### src/rtl/score_display_scan.sv
// score_display_scan: four-digit multiplexed seven-segment driver.
// Latches the packed active-low segment word once per scan frame, scans the
// digits onto shared seg/an pins, and optionally blanks leading zeros.
// Build option: define SCORE_DISPLAY_BLINK_EN to blink the anodes while the
// game is in the END state; without it game_state is ignored.
//
// Timing contract: seg and an are registered and show the digit selected by
// idx (and the frame buffer contents) one cycle after idx/fbuf hold them.
// There are no handshakes. display_all is sampled only at the frame boundary.
// lz_blank_en and game_state act on the next edge.
module score_display_scan #(
    parameter int SCAN_DIV     = 1000,
    parameter int BLINK_FRAMES = 64
) (
    input  logic        game_clk,
    input  logic        rst,
    input  logic [1:0]  game_state,
    input  logic [27:0] display_all,
    input  logic        lz_blank_en,
    output logic [6:0]  seg,
    output logic [3:0]  an,
    output logic        dp
);

    localparam int              CW        = $clog2(SCAN_DIV);
    localparam logic [CW-1:0]   CNT_LAST  = CW'(SCAN_DIV - 1);
    localparam logic [6:0]      SEG_ZERO  = 7'b1000000;
    localparam logic [6:0]      SEG_BLANK = 7'b1111111;
    localparam logic [1:0]      ST_END    = 2'd2;

    logic [CW-1:0] r_cnt;
    logic [1:0]    r_idx;
    logic [27:0]   r_fbuf;
    logic [6:0]    r_seg;
    logic [3:0]    r_an;

    logic          w_cnt_last;
    logic          w_frame_end;
    logic [6:0]    w_dig0;
    logic [6:0]    w_dig1;
    logic [6:0]    w_dig2;
    logic [6:0]    w_dig3;
    logic          w_blank1;
    logic          w_blank2;
    logic          w_blank3;
    logic [6:0]    w_seg_next;
    logic [3:0]    w_an_scan;
    logic          w_blink_mask;

    assign w_cnt_last  = (r_cnt == CNT_LAST);
    assign w_frame_end = w_cnt_last && (r_idx == 2'd3);

    // Dwell counter and digit index: idx advances once per SCAN_DIV cycles.
    always_ff @(posedge game_clk or posedge rst) begin
        if (rst) begin
            r_cnt <= '0;
            r_idx <= 2'd0;
        end else if (w_cnt_last) begin
            r_cnt <= '0;
            r_idx <= r_idx + 2'd1;
        end else begin
            r_cnt <= r_cnt + CW'(1);
        end
    end

    // Frame buffer: capture the score word only at the frame boundary so a
    // frame never mixes digits from two different score values.
    always_ff @(posedge game_clk or posedge rst) begin
        if (rst) begin
            r_fbuf <= 28'hFFFFFFF;
        end else if (w_frame_end) begin
            r_fbuf <= display_all;
        end
    end

    assign w_dig0 = r_fbuf[6:0];
    assign w_dig1 = r_fbuf[13:7];
    assign w_dig2 = r_fbuf[20:14];
    assign w_dig3 = r_fbuf[27:21];

    // Leading-zero chain: a digit is blanked only if every digit to its left
    // is blanked too; digit 0 always shows so "0" still reads as zero.
    assign w_blank3 = lz_blank_en && (w_dig3 == SEG_ZERO);
    assign w_blank2 = w_blank3 && (w_dig2 == SEG_ZERO);
    assign w_blank1 = w_blank2 && (w_dig1 == SEG_ZERO);

    // Select the current digit's pattern, replacing it with blank if suppressed.
    always_comb begin
        w_seg_next = SEG_BLANK;
        case (r_idx)
            2'd0: w_seg_next = w_dig0;
            2'd1: w_seg_next = w_blank1 ? SEG_BLANK : w_dig1;
            2'd2: w_seg_next = w_blank2 ? SEG_BLANK : w_dig2;
            2'd3: w_seg_next = w_blank3 ? SEG_BLANK : w_dig3;
            default: w_seg_next = SEG_BLANK;
        endcase
    end

    // One-hot-low anode for the digit currently being scanned.
    always_comb begin
        w_an_scan        = 4'b1111;
        w_an_scan[r_idx] = 1'b0;
    end

`ifdef SCORE_DISPLAY_BLINK_EN
    localparam int            FW         = $clog2(BLINK_FRAMES + 1);
    localparam logic [FW-1:0] FRAME_LAST = FW'(BLINK_FRAMES - 1);

    logic [FW-1:0] r_frame_cnt;
    logic          r_blink_off;

    // Blink phase: count whole frames in END and flip the phase every
    // BLINK_FRAMES frames; leaving END restarts in the visible phase.
    always_ff @(posedge game_clk or posedge rst) begin
        if (rst) begin
            r_frame_cnt <= '0;
            r_blink_off <= 1'b0;
        end else if (game_state != ST_END) begin
            r_frame_cnt <= '0;
            r_blink_off <= 1'b0;
        end else if (w_frame_end) begin
            if (r_frame_cnt == FRAME_LAST) begin
                r_frame_cnt <= '0;
                r_blink_off <= ~r_blink_off;
            end else begin
                r_frame_cnt <= r_frame_cnt + FW'(1);
            end
        end
    end

    // Gate with the live state so the digits return on the very first edge
    // after END is left, not one cycle later when blink_off clears.
    assign w_blink_mask = r_blink_off && (game_state == ST_END);
`else
    logic w_unused_game_state;

    assign w_unused_game_state = ^game_state;
    assign w_blink_mask        = 1'b0;
`endif

    // Output registers: one cycle behind idx/fbuf, anodes masked during blink-off.
    always_ff @(posedge game_clk or posedge rst) begin
        if (rst) begin
            r_an  <= 4'b1111;
            r_seg <= SEG_BLANK;
        end else begin
            r_an  <= w_blink_mask ? 4'b1111 : w_an_scan;
            r_seg <= w_seg_next;
        end
    end

    assign seg = r_seg;
    assign an  = r_an;
    assign dp  = 1'b1;

endmodule
### config.mk
export PLATFORM = sky130hd
export DESIGN_NAME = score_display_scan
export DESIGN_NICKNAME = d
export VERILOG_FILES = /design/src/rtl/score_display_scan.sv
export SDC_FILE = /design/constraint.sdc
export NUM_CORES = 1
export LEC_CHECK = 0
export ABC_CLOCK_PERIOD_IN_PS = 4150
export BUFFER_PORTS_ARGS = -buffer_cell sky130_fd_sc_hd__buf_2
export CORE_MARGIN = 3
export CORE_UTILIZATION = 50
export DETAILED_ROUTE_END_ITERATION = 8
export PLACE_DENSITY = 0.81
export SLEW_MARGIN = 20
export SYNTH_ARGS = -nofsm -noshare
export SYNTH_HDL_FRONTEND = slang
export SYNTH_SLANG_ARGS = --single-unit
### constraint.sdc
create_clock -name game_clk -period 4.15 [get_ports game_clk]
set_input_delay 0.415 -clock game_clk [delete_from_list [all_inputs] [get_ports game_clk]]
set_output_delay 0.415 -clock game_clk [all_outputs]
set_load 0.03 [all_outputs]
==> results_dict.tcl <==
set metrics [dict create \
    arrival_ns 2.23 \
    syn_avg_cell_area_um2 13.0 \
    hold_ws_ns 0.245 \
    vias 1503 \
    grt_pass1_wl_um 7400 \
    cts-resized-gates 0 \
    status "finished clean" \
    rsz0062_at_grt "no" \
    cp-end-kind "register" \
    row_count 24 \
    globalRouteOverflowTotal 0 \
    synth_edf_count 0 \
    clk_latency_ns 0.31 \
    first_global_vias 1514 \
    die_h_um 75.1 \
    cp_slowest_stage_delay_ns 0.41 \
    gp_congestion 0.851 \
    dieWidth_um 75.1 \
    synth_area_leaders "dfstp_2 43%, dfrtp_1 13%, mux2_4 13%" \
    netlist_area_mm2 0.00239 \
    cts.sinks 51 \
    irDropWorstVdd_mv 0.157 \
    synth_nets 223 \
    cts_setup_buffers 0 \
    fmax_mhz 500 \
    slowest_stage "mux2_4" \
    async_reset_ff_share_pct 100 \
    critPathKind "reg2reg" \
    clk_pin_slew_ns 0.09 \
    skew_ns 0.00881 \
    synthCells 184 \
    cp-start-kind "register" \
    yosysSeqAreaShare_pct 55.5 \
    drv_slew 0 \
    nets 264 \
    finalWirelength_um 4470 \
    final_cells 278 \
    p_per_area_mw_per_mm2 327 \
    max-clock-path-buffers 2 \
    register_area_mm2 0.00133 \
    wl_per_cell_um 16.1 \
    synth.most_common_cell "dfstp_2" \
    yosysTopAreaCell "dfstp_2" \
    route.met2.wl_um 1980 \
    synth_ff_type "dfstp_2" \
    grt_max_degree 52 \
    crit_buf_inv 0 \
    yosysTopAreaCellShare_pct 42.9 \
    fin_crit_ns 2.00 \
    core_area_mm2 0.00447 \
    p_leak_nw 1.21 \
    io_pins 45 \
    timing_hold_violations_final 0 \
    die-area_mm2 0.00564 \
    top_layer "met4" \
    crit_chain "ha_1, nand2_2, nor2_4, and4b_4, nand2_4, mux2_4" \
    ys_ff_latch 51 \
    cts_root_buffer "clkbuf_8" \
    cts_inserted_buffers 5 \
    via_per_inst 5.41 \
    placed_cells 270 \
    setup_tns_ns 0 \
    route.met3.wl_um 292 \
    track_usage_pct 17.8 \
    cts_htree_levels 2 \
    finalCritPeriodShare_pct 48.2 \
    syn_to_final_growth_pct 12.9 \
    drt_pass1_iterations 4 \
    drc 0 \
    layout-drive-gt1-share_pct 53.1 \
    yosysWarnings 0 \
    start_util_pct 53.4 \
    drv_cap 0 \
    cp_top_family "simple AND/OR/NAND/NOR gates" \
    cts_tree "yes" \
    netlist_top_cells_count "39 x dfstp_2, 20 x mux2_4, 14 x inv_1" \
    dpl.hpwl_um 3120 \
    setup_viol 0 \
    ys_types 34 \
    cts_hold_buf 0 \
    fillers 363 \
    wl_met1_um 2110 \
    finalPower_uw 882 \
    hold_path.class "in2async" \
    slew_headroom_pct 44.9 \
    required_ns 4.38 \
    diodes 0 \
    postRouteAntennaNets 0 \
    antenna_found_initial 0 \
    rrSetupSlack_ns 2.15 \
    port_buffers 41 \
    worst_pin_slew_ns 0.825 \
    drt_iter0_drc 163 \
    multiInputGateArea_um2 962 \
    worstPathMaxFanout 28 \
]
## power by group
group | leakage [nW] | internal, mW | switching, mW
Combinational | 0.607 | 0.0315 | 0.0300
Clock | 0.0412 | 0.118 | 0.161
Sequential | 0.563 | 0.529 | 0.0136
Total | 1.21 | 0.678 | 0.204
## state kept, by name (all words and copies together), names as in the netlist
name    cells
seg         7
r_fbuf     28
r_cnt      10
r_idx       2
an          4
## cell families after synthesis
logic type / after synthesis / synth area share, %
XOR/XNOR: 8 / 2.94
AND/OR/NAND/NOR: 40 / 9.64
buffers and inverters: 21 / 4.19
other: 1 / 0.157
adder cells (fa/ha/maj): 6 / 3.14
AO/OA/AOI/OAI: 28 / 7.65
multiplexers: 29 / 16.8
flip-flops: 51 / 55.5
## through the flow
step	utilization [%]	area, um2	setup slack [ns]
3_3_place_gp	58.3	2610	2.18
5_1_grt	60.3	2700	2.03
2_1_floorplan	-	2390	2.49
6_report	60.3	2700	2.15
3_5_place_dp	58.3	2610	2.16
4_1_cts	60.2	2700	2.14
## metal layers
layer	up-vias	GRT usage, %
met3	9	4.94
met5	-	0
met4	0	7.91
met1	713	24.9
li1	724	-
met2	57	25.9
## worst paths after layout
kind / start / cells after the start / to
max: r_cnt[0] / 6 / r_fbuf[2]
min: rst / 2 / r_cnt[2]
max in group asynchronous: rst / 2 / r_idx[0]
max reg2reg: r_cnt[0] / 6 / r_fbuf[2]
min in group game_clk: display_all[12] / 2 / r_fbuf[12]
min reg2reg: r_cnt[0] / 1 / r_cnt[0]
## cell usage in the layout (no fill, tap or decap), types with 6 or more instances in the layout
master,instances
buf_2,41
dfstp_2,39
mux2_4,20
inv_1,13
o21ai_0,13
dfrtp_1,12
nor2_1,10
mux2_2,8
nand2_1,6
a211oi_1,6
a32oi_1,6
ha_1,6
## layout make-up
cell class / count / share of cell area (%)
multi-input cells: 112 / 35.7
flip-flops and latches: 51 / 49.1
well taps: 52 / 2.41
repair buffers: 41 / 7.61
clock buffers: 6 / 2.69
inverters: 14 / 2.00
clock inverters: 2 / 0.464
Note: power is estimated with default switching activity, not from simulation.
